File: src/rtl/mem_arbiter_responder.sv
// mem_arbiter_responder
//   Responder for the request unit: takes instruction-fetch and data
//   read/write requests, serialises them onto one single-port memory bus
//   (req/ack handshake) and answers with one-cycle i_ready / d_ready pulses
//   plus returned data. Data wins arbitration unless it was also the last
//   grantee while a fetch is waiting, so both streams make progress.
//
// Ports
//   clk, rst                         clock / synchronous active-high reset
//   imemRen, imemaddr                fetch request (held until i_ready)
//   dmmRen, dmmWen, dmmaddr,
//   dmmstore, d_fetch                data request (held until d_ready)
//   i_ready, imemload                fetch done pulse / fetched word (held)
//   d_ready, dmmload                 data done pulse / read word (held)
//   bus_err                          pulses with ready when the bus timed out
//   mem_ren, mem_wen, mem_addr,
//   mem_wdata, mem_sel               bus request, held until mem_ack
//   mem_rdata, mem_ack               bus completion
module mem_arbiter_responder #(
    parameter int ADDR_W  = 32,
    parameter int DATA_W  = 32,
    parameter int TIMEOUT = 255
) (
    input  logic              clk,
    input  logic              rst,
    input  logic              imemRen,
    input  logic [ADDR_W-1:0] imemaddr,
    input  logic              dmmRen,
    input  logic              dmmWen,
    input  logic [ADDR_W-1:0] dmmaddr,
    input  logic [DATA_W-1:0] dmmstore,
    input  logic [3:0]        d_fetch,
    output logic              i_ready,
    output logic [DATA_W-1:0] imemload,
    output logic              d_ready,
    output logic [DATA_W-1:0] dmmload,
    output logic              bus_err,
    output logic              mem_ren,
    output logic              mem_wen,
    output logic [ADDR_W-1:0] mem_addr,
    output logic [DATA_W-1:0] mem_wdata,
    output logic [3:0]        mem_sel,
    input  logic [DATA_W-1:0] mem_rdata,
    input  logic              mem_ack
);
    typedef enum logic [1:0] {IDLE, D_BUSY, I_BUSY, RESP} state_t;

    state_t     state, state_nxt;
    logic       last_d;     // 1: data was granted last
    logic [7:0] cnt;        // cycles spent waiting for mem_ack
    logic       grant_d, grant_i, timed_out, done;

    always_comb begin
        grant_d   = (dmmRen | dmmWen) && (!imemRen || !last_d);
        grant_i   = imemRen && !grant_d;
        // Abort on the last allowed strobe cycle; an ack there still wins.
        timed_out = !mem_ack && (cnt == 8'(TIMEOUT - 1));
        done      = mem_ack || timed_out;
        state_nxt = state;
        case (state)
            IDLE:           if (grant_d) state_nxt = D_BUSY;
                            else if (grant_i) state_nxt = I_BUSY;
            D_BUSY, I_BUSY: if (done) state_nxt = RESP;
            RESP:           state_nxt = IDLE;
            default:        state_nxt = IDLE;
        endcase
    end

    always_ff @(posedge clk) begin
        if (rst) state <= IDLE;
        else     state <= state_nxt;
    end

    always_ff @(posedge clk) begin
        if (rst) begin
            last_d    <= 1'b0;
            cnt       <= '0;
            i_ready   <= 1'b0;
            d_ready   <= 1'b0;
            bus_err   <= 1'b0;
            mem_ren   <= 1'b0;
            mem_wen   <= 1'b0;
            mem_addr  <= '0;
            mem_wdata <= '0;
            mem_sel   <= '0;
            imemload  <= '0;
            dmmload   <= '0;
        end else begin
            i_ready <= 1'b0;
            d_ready <= 1'b0;
            bus_err <= 1'b0;
            case (state)
                IDLE: begin
                    if (grant_d) begin
                        mem_addr  <= dmmaddr;
                        mem_wdata <= dmmstore;
                        mem_sel   <= d_fetch;
                        // Write takes priority when both strobes are requested.
                        mem_wen   <= dmmWen;
                        mem_ren   <= !dmmWen;
                        last_d    <= 1'b1;
                        cnt       <= '0;
                    end else if (grant_i) begin
                        mem_addr  <= imemaddr;
                        mem_wdata <= '0;
                        mem_sel   <= 4'hF;
                        mem_wen   <= 1'b0;
                        mem_ren   <= 1'b1;
                        last_d    <= 1'b0;
                        cnt       <= '0;
                    end
                end
                D_BUSY, I_BUSY: begin
                    if (done) begin
                        mem_ren <= 1'b0;
                        mem_wen <= 1'b0;
                        bus_err <= !mem_ack;
                        if (state == I_BUSY) begin
                            i_ready  <= 1'b1;
                            imemload <= mem_ack ? mem_rdata : '0;
                        end else begin
                            d_ready <= 1'b1;
                            if (mem_ren) dmmload <= mem_ack ? mem_rdata : '0;
                        end
                    end else begin
                        cnt <= cnt + 8'd1;
                    end
                end
                default: ;
            endcase
        end
    end
endmodule
File: config.mk
export PLATFORM = sky130hd
export DESIGN_NAME = mem_arbiter_responder
export DESIGN_NICKNAME = d
export VERILOG_FILES = /design/src/rtl/mem_arbiter_responder.sv
export SDC_FILE = /design/constraint.sdc
export NUM_CORES = 1
export LEC_CHECK = 0
export CELL_PAD_IN_SITES_DETAIL_PLACEMENT = 0
export CELL_PAD_IN_SITES_GLOBAL_PLACEMENT = 1
export CORE_ASPECT_RATIO = 1.4
export CORE_MARGIN = 8
export CORE_UTILIZATION = 32
export DETAILED_ROUTE_END_ITERATION = 16
export PLACE_DENSITY = 0.91
export SLEW_MARGIN = 20
export SYNTH_ARGS = -nofsm -noshare
export SYNTH_HDL_FRONTEND = slang
export SYNTH_SLANG_ARGS = --single-unit
File: constraint.sdc
create_clock -name clk -period 4.54 [get_ports clk]
set_input_delay 0.454 -clock clk [delete_from_list [all_inputs] [get_ports clk]]
set_output_delay 0.454 -clock clk [all_outputs]
set_load 0.005 [all_outputs]
==> metrics <==
power per standard cell area=518 nW/µm²; HPWL Detailed=~13,000 µm; GRT Overall Usage=0.161; Setup crit start kind=flip-flop; YS warnings=0; Skew-Pair Late Insertion Delay=approximately 0.42 ns; initial core utilization=0.323; row count=57; vias per cell=5.17; CP arrival=2.66 ns; root buffer cell=clkbuf_16; Slew @ Worst Pin=0.742 ns; Synth async-reset ratio=0; post-cts resize count=0; Synth area leaders=dfxtp_1 (54%), a32o_1 (12%), mux2i_1 (6.0%); setup ws final=around 2.2 ns; initial antenna violation count=0; WS Path Type=reg -> reg; setup violators final=0; Congestion Overflow GR=0; largest area contributor in the netlist=dfxtp_1; Synth Flop Type=dfxtp_1; Cells after Synth=525; CTS tree=done; CTS Buffer Depth=2; clock-pin slew on the worst setup and hold paths=0.07 ns; Peak Freq=0.425 GHz; Final TNS setup=0 ns; crit-path max FO=32; IO Count=around 280; Post CTS Setup Buffer Count=0; Area Growth Syn to Fin=63.3%; Post-route DRC=0; Die W=127 µm; cell with the most instances after synthesis=dfxtp_1; pin count of the biggest net entering global routing=70; RSZ-0062 raised after global routing=false; Rel. slew slack=0.499; global-route wire length before repair=between 20,000 and 30,000 µm; TritonCTS Buffers=17; max-slew violation count=0; Period minus WS final=2.36 ns; Post-Synthesis Cell Area=approximately 5500 µm²; Commonest cells post-synth=dfxtp_1 (148), nor2_1 (74), a32o_1 (64), a211oi_1 (34), mux2i_1 (33); Yosys reg bits=~150; syn avg cell area=roughly 11 µm²; final period utilization=0.519; clk sink count=approximately 150; 1st-iter DRT viols=288; status=complete, no violations; Max-Cap Viols=0; hold_buf cts=0; Routed WL=17,900 µm; Seq/Total Area, Yosys=0.536; H-tree Lvls=4; peak supply drop=slightly below 0.0005 V; Net Count, Synth=~670; antenna-violating nets left=0; die area=21,800 µm²; Worst EP required=about 4.8 ns; CP Capture Type=flip-flop; DP Worst Slack=1.91 ns; FILL cells=about 1,600; detailed-router iteration count before antenna repair=5; Cell variety after synth=41; Worst Hold Class=reg -> reg; layout cells sized above 1=0.0684; Die H=171 µm; Layout Nets=920; Diodes inserted=0; Yosys top cell area share=0.536; Leak Pwr=around 3.4 nW; core outline area=around 17,000 µm²; Hold Vio Cnt, Final=0; Worst Skew=0.0174 ns; GPL Wtd Cong=roughly 0.80; vias in the first global route=5,161; Routed wire per std cell=between 15 and 20 µm; PortBufs=roughly 270; number of synthesized flops with an enable pin=0; DR vias=5,154
## worst max-delay path: stages (launching register included)
cell	delay [ns]
dfxtp_1	0.33
inv_1	0.07
ha_1	0.58
nand4_1	0.15
o21ai_1	0.46
a21oi_2	0.11
buf_4	0.28
a32o_1	0.24
## where the power goes
| group | switching (W) | internal (W) |
|---|---|---|
| Clock | 0.000608 | 0.000839 |
| Combinational | 0.000728 | 0.000809 |
| Sequential | 0.000132 | 0.00156 |
## per-stage QoR
| stage | total power, W | std cells | util | instance area, µm² | hold WS [ns] |
|---|---|---|---|---|---|
| global placement | 0.00326 | 964 | 0.491 | 8400 | 0.445 |
| detailed placement | 0.00328 | 964 | 0.491 | 8400 | 0.453 |
| floorplan | 0.00246 | 525 | - | 5520 | 0.450 |
| global route | 0.00496 | 996 | 0.527 | 9020 | 0.478 |
| finish | 0.00468 | 996 | 0.527 | 9020 | 0.462 |
| CTS | 0.00475 | 996 | 0.527 | 9020 | 0.467 |
## logic make-up (layout without fill, tap and decap cells)
group | Yosys count | in the layout | share of synthesized area
AO/OA/AOI/OAI | 168 | 168 | 0.253
AND/OR/NAND/NOR | 115 | 115 | 0.0951
multiplexers | 33 | 33 | 0.0598
buffers and inverters | 56 | 321 | 0.0439
flip-flops | 148 | 148 | 0.536
adder cells (fa/ha/maj) | 5 | 5 | 0.0113
## registers in the layout (all words and copies together), names as in the netlist
register,cells
bus_err,1
cnt,8
d_ready,1
dmmload,32
i_ready,1
imemload,32
last_d,1
mem_addr,32
mem_ren,1
mem_sel,4
mem_wdata,32
mem_wen,1
state,2
## per-layer routing
layer	vias up	GRT usage	wire (µm)
met4	0	0.0514	210
met5	-	0	0
met2	222	0.276	8760
met1	2395	0.182	7320
li1	2523	-	-
met3	14	0.0593	1560
## final cells by class
| cell class | count | area, µm² | area share |
|---|---|---|---|
| clock buffers | 17 | 425 | 0.0472 |
| clock inverters | 15 | 191 | 0.0212 |
| well taps | 206 | 258 | 0.0286 |
| repair buffers | 283 | 2800 | 0.310 |
| flip-flops and latches | 148 | 2960 | 0.328 |
| multi-input cells | 321 | 2360 | 0.262 |
| inverters | 6 | 22.5 | 0.00250 |
## worst paths after layout
path	startpoint	end	slack (ns)	cells after the start
worst max register to register	state[0]$_SDFFE_PP0P_	imemload[13]$_SDFFE_PP0P_	2.18	7
worst min register to register	imemload[1]$_SDFFE_PP0P_	imemload[1]$_SDFFE_PP0P_	0.46	1
worst max-delay path	state[0]$_SDFFE_PP0P_	imemload[13]$_SDFFE_PP0P_	2.18	7
worst min-delay path	imemload[1]$_SDFFE_PP0P_	imemload[1]$_SDFFE_PP0P_	0.46	1
## cell usage in the layout (no fill, tap or decap), types with 2 or more instances in the layout
| cell | instances |
|---|---|
| ha_1 | 5 |
| inv_8 | 5 |
| a21oi_2 | 3 |
| o311ai_0 | 4 |
| o31ai_1 | 5 |
| dfxtp_1 | 148 |
| buf_2 | 2 |
| clkbuf_16 | 17 |
| nor2_1 | 74 |
| mux2i_1 | 33 |
| a21oi_1 | 5 |
| bufinv_16 | 2 |
| o22ai_1 | 4 |
| clkinvlp_4 | 2 |
| nand2_1 | 7 |
| nand3_1 | 7 |
| and3_1 | 3 |
| a32o_1 | 64 |
| nand4_1 | 6 |
| nor3_1 | 2 |
| nor2b_1 | 4 |
| buf_4 | 9 |
| a22oi_1 | 32 |
| clkinv_4 | 2 |
| o21ai_0 | 6 |
| inv_1 | 6 |
| and2_1 | 3 |
| clkdlybuf4s50_1 | 272 |
| a211oi_1 | 34 |
| inv_6 | 3 |
Power figures use the tool's default switching activity.
